[src/rtl/instr_fetch_pkg.sv]
`default_nettype none
// ============================================================================
//  Module      : instr_fetch_pkg
//  Description : Shared core types for the fetch stage: sequencer states,
//                opcode type, fetch fault causes and the NOP instruction.
//  Revision    : 1.0  initial release
// ============================================================================
package instr_fetch_pkg;

    // Sequencer states of the multi-cycle core
    typedef enum logic [2:0] {
        FETCH     = 3'd0,
        DECODE    = 3'd1,
        EXECUTE   = 3'd2,
        MEMORY    = 3'd3,
        WRITEBACK = 3'd4
    } state_t;

    // Major opcode field, instruction bits [6:0]
    typedef logic [6:0] opcode_t;

    // Reason the last fetch produced a substituted NOP
    typedef enum logic [1:0] {
        FAULT_NONE     = 2'd0,
        FAULT_MISALIGN = 2'd1,
        FAULT_BUS_ERR  = 2'd2,
        FAULT_TIMEOUT  = 2'd3
    } fetch_fault_t;

    // addi x0,x0,0
    localparam logic [31:0] c_NOP_INSN = 32'h0000_0013;

endpackage
`default_nettype wire

[src/rtl/sm_intf.sv]
`default_nettype none
// ============================================================================
//  Module      : sm_intf
//  Description : Handshake between a pipeline-stage unit and the core
//                sequencer (state_machine).
//  Revision    : 1.0  initial release
// ============================================================================
interface sm_intf;
    logic                     state_finish;
    instr_fetch_pkg::opcode_t opcode;
    instr_fetch_pkg::state_t  now_state;
    instr_fetch_pkg::state_t  now_state_d1;
    instr_fetch_pkg::state_t  next_state;

    modport master (
        output state_finish,
        output opcode,
        input  now_state,
        input  now_state_d1,
        input  next_state
    );

    modport slave (
        input  state_finish,
        input  opcode,
        output now_state,
        output now_state_d1,
        output next_state
    );
endinterface
`default_nettype wire

[src/rtl/instr_fetch.sv]
`default_nettype none
// ============================================================================
//  Module      : instr_fetch
//  Description : Instruction-fetch stage. Issues one word read per FETCH
//                visit, latches the instruction and pulses state_finish.
//                Misaligned PCs, bus errors and timeouts substitute a NOP.
//  Revision    : 1.0  initial release
// ============================================================================
module instr_fetch
    import instr_fetch_pkg::*;
#(
    parameter int          ADDR_W   = 32,
    parameter int          TIMEOUT  = 255,
    parameter logic [31:0] NOP_INSN = c_NOP_INSN
) (
    input  logic              clk,
    input  logic              rst,
    sm_intf.master            sm_if,
    input  logic [ADDR_W-1:0] pc_i,
    output logic              mem_req_valid,
    input  logic              mem_req_ready,
    output logic [ADDR_W-1:0] mem_req_addr,
    input  logic              mem_resp_valid,
    input  logic [31:0]       mem_resp_data,
    input  logic              mem_resp_err,
    output logic [31:0]       instr_o,
    output logic [ADDR_W-1:0] pc_o,
    output logic              fault_o,
    output fetch_fault_t      fault_cause_o
);

    localparam int                CNT_W        = $clog2(TIMEOUT + 1);
    localparam logic [CNT_W-1:0]  c_TO_MAX     = CNT_W'(TIMEOUT);
    localparam logic [CNT_W-1:0]  c_TO_LAST    = CNT_W'(TIMEOUT - 1);

    typedef enum logic [1:0] {
        IDLE = 2'd0,
        REQ  = 2'd1,
        WAIT = 2'd2,
        DONE = 2'd3
    } ifetch_state_t;

    ifetch_state_t     r_state;
    ifetch_state_t     w_next_state;
    logic [CNT_W-1:0]  r_cnt;
    logic [ADDR_W-1:0] r_addr;
    logic [ADDR_W-1:0] r_pc;
    logic [31:0]       r_instr;
    logic              r_fault;
    fetch_fault_t      r_cause;

    logic w_start;
    logic w_misalign;
    logic w_timeout;
    logic w_unused;

    assign w_start    = (sm_if.now_state == FETCH);
    assign w_misalign = (pc_i[1:0] != 2'b00);
    // Last WAIT cycle: the counter reaches TIMEOUT on this edge
    assign w_timeout  = (r_cnt == c_TO_LAST);

    // Sequencer history/lookahead are not needed by this stage
    assign w_unused = ^{sm_if.now_state_d1, sm_if.next_state};

    assign mem_req_addr  = r_addr;
    assign instr_o       = r_instr;
    assign pc_o          = r_pc;
    assign fault_o       = r_fault;
    assign fault_cause_o = r_cause;

    // Next-state decode and per-state outputs
    always_comb begin
        w_next_state       = r_state;
        mem_req_valid      = 1'b0;
        sm_if.state_finish = 1'b0;
        sm_if.opcode       = r_instr[6:0];
        case (r_state)
            IDLE: begin
                if (w_start) begin
                    w_next_state = w_misalign ? DONE : REQ;
                end
            end
            REQ: begin
                mem_req_valid = 1'b1;
                if (mem_req_ready) begin
                    w_next_state = WAIT;
                end
            end
            WAIT: begin
                if (mem_resp_valid || w_timeout) begin
                    w_next_state = DONE;
                end
            end
            DONE: begin
                sm_if.state_finish = 1'b1;
                w_next_state       = IDLE;
            end
            default: w_next_state = IDLE;
        endcase
    end

    // State register, timeout counter and result latches
    always_ff @(posedge clk) begin
        if (rst) begin
            r_state <= IDLE;
            r_cnt   <= '0;
            r_addr  <= '0;
            r_pc    <= '0;
            r_instr <= NOP_INSN;
            r_fault <= 1'b0;
            r_cause <= FAULT_NONE;
        end else begin
            r_state <= w_next_state;
            case (r_state)
                IDLE: begin
                    if (w_start) begin
                        r_pc   <= pc_i;
                        r_addr <= {pc_i[ADDR_W-1:2], 2'b00};
                        if (w_misalign) begin
                            r_instr <= NOP_INSN;
                            r_fault <= 1'b1;
                            r_cause <= FAULT_MISALIGN;
                        end
                    end
                end
                REQ: begin
                    if (mem_req_ready) begin
                        r_cnt <= '0;
                    end
                end
                WAIT: begin
                    if (mem_resp_valid) begin
                        if (mem_resp_err) begin
                            r_instr <= NOP_INSN;
                            r_fault <= 1'b1;
                            r_cause <= FAULT_BUS_ERR;
                        end else begin
                            r_instr <= mem_resp_data;
                            r_fault <= 1'b0;
                            r_cause <= FAULT_NONE;
                        end
                    end else begin
                        // Saturating: never wraps back into a fresh wait window
                        if (r_cnt != c_TO_MAX) begin
                            r_cnt <= r_cnt + CNT_W'(1);
                        end
                        if (w_timeout) begin
                            r_instr <= NOP_INSN;
                            r_fault <= 1'b1;
                            r_cause <= FAULT_TIMEOUT;
                        end
                    end
                end
                default: ;
            endcase
        end
    end

endmodule
`default_nettype wire

[src/flat_wrapper.sv]
// flat-port wrapper written by rule: the top's interface ports become plain ports
module instr_fetch_flat import instr_fetch_pkg::*;
#(
    parameter int          ADDR_W   = 32,
    parameter int          TIMEOUT  = 255,
    parameter logic [31:0] NOP_INSN = c_NOP_INSN
)
  (clk, rst, pc_i, mem_req_valid, mem_req_ready, mem_req_addr, mem_resp_valid, mem_resp_data, mem_resp_err, instr_o, pc_o, fault_o, fault_cause_o, sm_if_state_finish, sm_if_opcode, sm_if_now_state, sm_if_now_state_d1, sm_if_next_state);
  sm_intf sm_if_i ();
  input  logic clk;
  input  logic rst;
  input  logic [ADDR_W-1:0] pc_i;
  output logic mem_req_valid;
  input  logic mem_req_ready;
  output logic [ADDR_W-1:0] mem_req_addr;
  input  logic mem_resp_valid;
  input  logic [31:0] mem_resp_data;
  input  logic mem_resp_err;
  output logic [31:0] instr_o;
  output logic [ADDR_W-1:0] pc_o;
  output logic fault_o;
  output fetch_fault_t fault_cause_o;
  output wire logic [$bits(sm_if_i.state_finish)-1:0] sm_if_state_finish;
  output wire logic [$bits(sm_if_i.opcode)-1:0] sm_if_opcode;
  input wire logic [$bits(sm_if_i.now_state)-1:0] sm_if_now_state;
  input wire logic [$bits(sm_if_i.now_state_d1)-1:0] sm_if_now_state_d1;
  input wire logic [$bits(sm_if_i.next_state)-1:0] sm_if_next_state;
  assign sm_if_state_finish = sm_if_i.state_finish;
  assign sm_if_opcode = sm_if_i.opcode;
  assign sm_if_i.now_state = sm_if_now_state;
  assign sm_if_i.now_state_d1 = sm_if_now_state_d1;
  assign sm_if_i.next_state = sm_if_next_state;
  instr_fetch #(.ADDR_W(ADDR_W), .TIMEOUT(TIMEOUT), .NOP_INSN(NOP_INSN)) u_core (.clk(clk), .rst(rst), .sm_if(sm_if_i), .pc_i(pc_i), .mem_req_valid(mem_req_valid), .mem_req_ready(mem_req_ready), .mem_req_addr(mem_req_addr), .mem_resp_valid(mem_resp_valid), .mem_resp_data(mem_resp_data), .mem_resp_err(mem_resp_err), .instr_o(instr_o), .pc_o(pc_o), .fault_o(fault_o), .fault_cause_o(fault_cause_o));
endmodule
[config.mk]
export PLATFORM = sky130hd
export DESIGN_NAME = instr_fetch_flat
export DESIGN_NICKNAME = d
export VERILOG_FILES = /design/src/rtl/instr_fetch_pkg.sv /design/src/rtl/sm_intf.sv /design/src/rtl/instr_fetch.sv /design/src/flat_wrapper.sv
export SDC_FILE = /design/constraint.sdc
export NUM_CORES = 1
export LEC_CHECK = 0
export ABC_AREA = 1
export CAP_MARGIN = 30
export CORE_MARGIN = 2
export CORE_UTILIZATION = 40
export CTS_CLUSTER_DIAMETER = 200
export DETAILED_ROUTE_END_ITERATION = 10
export PLACE_DENSITY = 0.86
export SLEW_MARGIN = 40
export SYNTH_ARGS = -nofsm -noshare
export SYNTH_HDL_FRONTEND = slang
export SYNTH_SLANG_ARGS = --single-unit
[constraint.sdc]
create_clock -name clk -period 2 [get_ports clk]
set_input_delay 0.3 -clock clk [delete_from_list [all_inputs] [get_ports clk]]
set_output_delay 0.3 -clock clk [all_outputs]
set_load 0.02 [all_outputs]
# [Word-level counts from Yosys, hierarchy flattened]
# Cells that the tools add are included.
[classes] addsub=1 eq_ne=12 muxes=29 reduce_logical=10
[ops] op="2-to-1 mux 32 bit" n=5
[ops] op="case mux 32 bit (2 select lines)" n=1
[ops] op="2-to-1 mux 8 bit" n=3
[ops] op="2-to-1 mux 2 bit" n=9
[ops] op="case mux 8 bit (2 select lines)" n=1
[ops] op="adder 8 x 1 -> 8 bit, second input constant" n=1
[ops] op="== test 8 bit, second input constant" n=1
[ops] op="!= test 2 x 1 -> 1 bit, second input constant" n=4
[ops] op="!= test 8 bit, second input constant" n=1
[ops] op="case mux 2 bit (4 select lines)" n=1
[ops] op="AND reduction 4 bit" n=2
[ops] op="2-to-1 mux 1 bit" n=7
[ops] op="nonzero test 2 bit" n=3
[ops] op="== test 2 bit, second input constant" n=2
[ops] op="!= test 2 bit, second input constant" n=2
[ops] op="case mux 2 bit (2 select lines)" n=1
[ops] op="zero test 3 bit" n=1
[ops] op="!= test 3 x 2 -> 1 bit, second input constant" n=1
[ops] op="AND reduction 3 bit" n=1
[ops] op="== test 2 x 1 -> 1 bit, second input constant" n=1
[ops] op="zero test 2 bit" n=1
[ops] op="case mux 1 bit (2 select lines)" n=1
[ops] op="AND reduction 2 bit" n=1
[ops] op="logical OR 1 bit" n=1
[totals] regBits=107 input_bits=78 output_inout_bits=108

# [Longest topological paths before layout]
# Gate-level depths: netlist of the first run.
[depth] depth_word=4 depth_mapped=10 mapped_depth_nobuf=10

# [Worst setup path before layout of the first run]
# OpenSTA, ideal clock, no wires.
[synth_timing] path_type="reg-to-reg" startpoint="reg u_core.r_state[0]" endpoint="reg u_core.r_instr[22], in the netlist u_core.instr_o[22]" arrival_time_ps=1436 required_time_ps=1885 slack_ps=450 stages_incl_launch_ff=11 path_cell_list="dfxtp_1 -> inv_1 -> ha_1 -> inv_2 -> nand2_2 -> nand2_2 -> nor2_4 -> nand2_4 -> buf_6 -> nand3_1 -> o21ai_2"
[synth_between] elab_chain_cells=3 elab_cells_between_ends=8 cone_classes="eq/ne: 4; mux: 1; reduce/logical: 3"
[synth_lines] item="from (decl)" line_no="instr_fetch.sv:43" rtl="ifetch_state_t r_state;"
[synth_lines] item="from (signal assigned)" line_no="instr_fetch.sv:113" rtl="r_state <= w_next_state;"
[synth_lines] item="== test 2 bit / zero test 2 bit (equally long branches)" line_no="instr_fetch.sv:114" rtl="case (r_state)"
[synth_lines] item="!= test 3 x 2 -> 1 bit (no line) (tied with other cells)"
[synth_lines] item="AND reduction 4 bit (no line)"
[synth_lines] item="to (signal assigned)" line_no="instr_fetch.sv:138" rtl="r_instr <= mem_resp_data;"
[synth_lines] item="to (decl)" line_no="instr_fetch.sv:48" rtl="logic [31:0] r_instr;"
# Several ways; a longest one is shown, not always the timed one.
# A chain may end at the register's enable or synchronous reset.

# [Final worst setup path of the first run]
[layout_timing] startpoint="reg u_core.r_state[1]" endpoint="out mem_req_valid"
[layout_between] elab_chain_cells=2
[layout_lines] item="== test 2 x 1 -> 1 bit" line_no="instr_fetch.sv:77" rtl="case (r_state)"
[layout_lines] item="2-to-1 mux 1 bit" line_no="instr_fetch.sv:77"
[layout_lines] item="to (decl)" line_no="flat_wrapper.sv:13" rtl="output logic mem_req_valid;"
# No other way between the ends.

==> impl_metrics.env, run 1 <==
export IMPL_skew_ns=0.0142
export IMPL_cp_slowest_cell="clkdlybuf4s50_1"
export IMPL_clock_latency_ns=0.34
export IMPL_powerDensity_nw_per_um2=944
export IMPL_place_port_buffers=177
export IMPL_postSynthCellCount=465
export IMPL_initial_core_util=0.413
export IMPL_grt_pass1_wl_um=14800
export IMPL_ys_top_cells_by_count="77 x dfxtp_1, 68 x nand2_1, 55 x inv_1"
export IMPL_fillers=738
export IMPL_power_switching_uw=1850
export IMPL_die_y_um=98.9
export IMPL_synth_edf_count=0
export IMPL_postCtsSetupBuffers=0
export IMPL_area_delta_synth_final_pct=50.4
export IMPL_crit_arrival_ns=1.61
export IMPL_synth_simple_area_share=0.196
export IMPL_drc_errors=0
export IMPL_endpoint_kind="output pin"
export IMPL_setup_violations_final=0
export IMPL_cts_buffers=9
export IMPL_layout_nets=684
export IMPL_layout_setup_ws_ns=0.0936
export IMPL_status="finished clean"
export IMPL_rsz0062_at_grt="no"
export IMPL_cts_tree="done"
export IMPL_synth_top_family_by_area="simple AND/OR/NAND/NOR gates"
export IMPL_min_period_over_period=0.953
export IMPL_core_area_um2=8720
export IMPL_die_area_um2=9790
export IMPL_num_rows=34
export IMPL_fmax_mhz=525
export IMPL_cts_sinks=77
export IMPL_vdd_drop_max_mv=0.585
export IMPL_synth_xor_area_frac=0
export IMPL_ys_types=27
export IMPL_synth_compound_area_share=0.178
export IMPL_track_usage=0.185
export IMPL_hold_buffers=0
export IMPL_max_stage_delay_ns=0.62
export IMPL_pwr_share_seq=0.357
export IMPL_cp_required_ns=1.70
export IMPL_async_flop_share=0
export IMPL_vias_per_cell=4.74
export IMPL_drv_cap=0
export IMPL_synth_top_area_share=0.427
export IMPL_muxShareOfSynthArea=0
export IMPL_p_leak_uw=0.00208
export IMPL_critPathTopFamily="buffers and inverters"
export IMPL_gp_congestion=0.812
export IMPL_wirelength_um=9450
export IMPL_path_buf_inv=2
export IMPL_antenna_found_initial=0
export IMPL_synth_ff_type="dfxtp_1"
export IMPL_dr_pass1_iters=4
export IMPL_insertedDiodeCount=0
export IMPL_clk_pin_slew_ns=0.09
export IMPL_p_clk_frac=0.256
export IMPL_drive_gt1_frac=0.111
export IMPL_route_antenna_remaining_nets=0
export IMPL_post_synth_top_area_cell="dfxtp_1"
export IMPL_startpoint_type="register"
export IMPL_ys_warn_count=0
export IMPL_gr_total_overflow=0
export IMPL_synth_seq_cells=77
export IMPL_synth_yosys_seq_area_share=0.427
export IMPL_grt_max_degree=65
export IMPL_power_internal_uw=3270
export IMPL_grt_pass1_vias=3127
export IMPL_fin_util=0.622
export IMPL_hp_class="register to register"
export IMPL_via_count=3378
export IMPL_htreeDepth=3
export IMPL_dp_hpwl_um=7200
export IMPL_wl_per_cell_um=13.2
export IMPL_fp_dieW_um=98.9
export IMPL_first_iter_violations=111
export IMPL_syn_mean_instance_area_um2=7.75
export IMPL_slew_violations=0
export IMPL_place_ws_ns=-0.0226
export IMPL_cts_root_buf="clkbuf_8"
export IMPL_yosysMostFrequentCell="dfxtp_1"
export IMPL_switching_share=0.361
export IMPL_syn_area_um2=3610
export IMPL_synthTopCellsByArea="dfxtp_1 43%, buf_4 8.1%, nand2_1 7.1%"
export IMPL_path_class="register to output pin"
export IMPL_ioPinCount=186
export IMPL_cp_cell_sequence="inv_1 > ha_1 > clkdlybuf4s50_1"
export IMPL_cts_buffer_depth=2
export IMPL_finalHoldViolations=0
export IMPL_combPwrFrac=0.387
export IMPL_min_period_ns=1.91
export IMPL_crit_fanout=3
export IMPL_synth_adder_area_share=0.0208
-- state kept, by name, summed over array words and instances (netlist names) --
name / cells
u_core.fault_cause_o: 2
u_core.r_state: 2
u_core.r_cnt: 8
u_core.fault_o: 1
u_core.pc_o: 32
u_core.instr_o: 32
-- layout by cell type, fill, tap and decap left out, types with 2 or more instances in the layout --
cell type and count:
a21oi_1 40, buf_12 3, buf_4 5, bufinv_16 2
clkbuf_8 10, clkdlybuf4s50_1 177, clkinvlp_4 2, conb_1 2
dfxtp_1 77, ha_1 6, inv_1 54, inv_2 2
nand2_1 68, nand2_2 4, nand3_1 45, nor2_1 28
nor2_2 3, nor2_4 2, o21ai_0 34, o21ai_1 2
o21ai_2 29
-- kinds of logic (layout without fill, tap and decap cells) --
| family | after synthesis | after routing |
|---|---|---|
| and+or+nand+nor | 157 | 157 |
| AOI/OAI and AO/OA | 106 | 106 |
| DFF | 77 | 77 |
| adders and majority gates | 6 | 6 |
| other | 1 | 2 |
| buffers and inverters | 118 | 257 |
-- power by group through the flow --
stage / clock (µW) / combinational, µW / sequential [µW]
floorplan: 0 / 1170 / 2000
global placement: 0 / 1900 / 1850
detailed placement: 0 / 1970 / 1860
CTS: 1350 / 1980 / 1830
global route: 1430 / 2160 / 1850
finish: 1310 / 1980 / 1830
-- per-layer routing --
metal / vias up / wire length, µm / global-route usage
met1: 1508 / 3750 / 0.216
met4: 0 / 57 / 0.0464
met3: 6 / 836 / 0.0496
li1: 1715 / - / -
met2: 149 / 4800 / 0.335
met5: - / 0 / 0
-- cell type report --
class                           count  area [µm²]  share of cell area
Timing Repair Buffer              185        1870               0.345
Sequential cell                    77        1540               0.284
Multi-Input combinational cell    271        1440               0.266
Inverter                           56         210              0.0388
Clock buffer                       11         141              0.0261
Tap cell                          108         135              0.0249
Clock inverter                      5        83.8              0.0155
-- worst min-delay path, cell delays in order, from the launching register on --
cell	delay, ns
dfxtp_1	0.31
inv_1	0.05
a21oi_1	0.05
-- final timing paths --
path / start / endpoint / slack (ns) / cells after the start
max reg2reg: u_core.r_state[0] / u_core.r_cnt[1] / 0.19 / 10
min reg2reg: u_core.pc_o[1] / u_core.pc_o[1] / 0.45 / 2
min: u_core.pc_o[1] / u_core.pc_o[1] / 0.45 / 2
max: u_core.r_state[1] / mem_req_valid / 0.09 / 3
-- timing repair --
item                       in CTS  in global routing
setup endpoints to repair       0                  3
hold endpoints to repair        0                  0
gates resized for setup         0                  1
-- stage by stage --
stage	hold WS, ns	instances	total power (µW)	setup TNS (ns)	cell area [µm²]
after floorplan	0.369	466	3170	0	3610
after global placement	0.439	697	3750	0	5190
after detailed placement	0.450	697	3840	-0.0395	5190
after CTS	0.462	713	5160	0	5420
after global routing	0.484	713	5440	0	5420
final	0.455	713	5120	0	5420
Note: power is estimated with default switching activity, not from simulation.
==> run 2, diff against run 1 <==
--- a/config.mk
+++ b/config.mk
@@ -11,6 +11,7 @@
 export CORE_UTILIZATION = 40
 export CTS_CLUSTER_DIAMETER = 200
 export DETAILED_ROUTE_END_ITERATION = 10
+export GPL_ROUTABILITY_DRIVEN = 0
 export PLACE_DENSITY = 0.86
 export SLEW_MARGIN = 40
 export SYNTH_ARGS = -nofsm -noshare
==> results of run 2 <==
No change in the layout: final DEF, timing and power equal those of run 1.
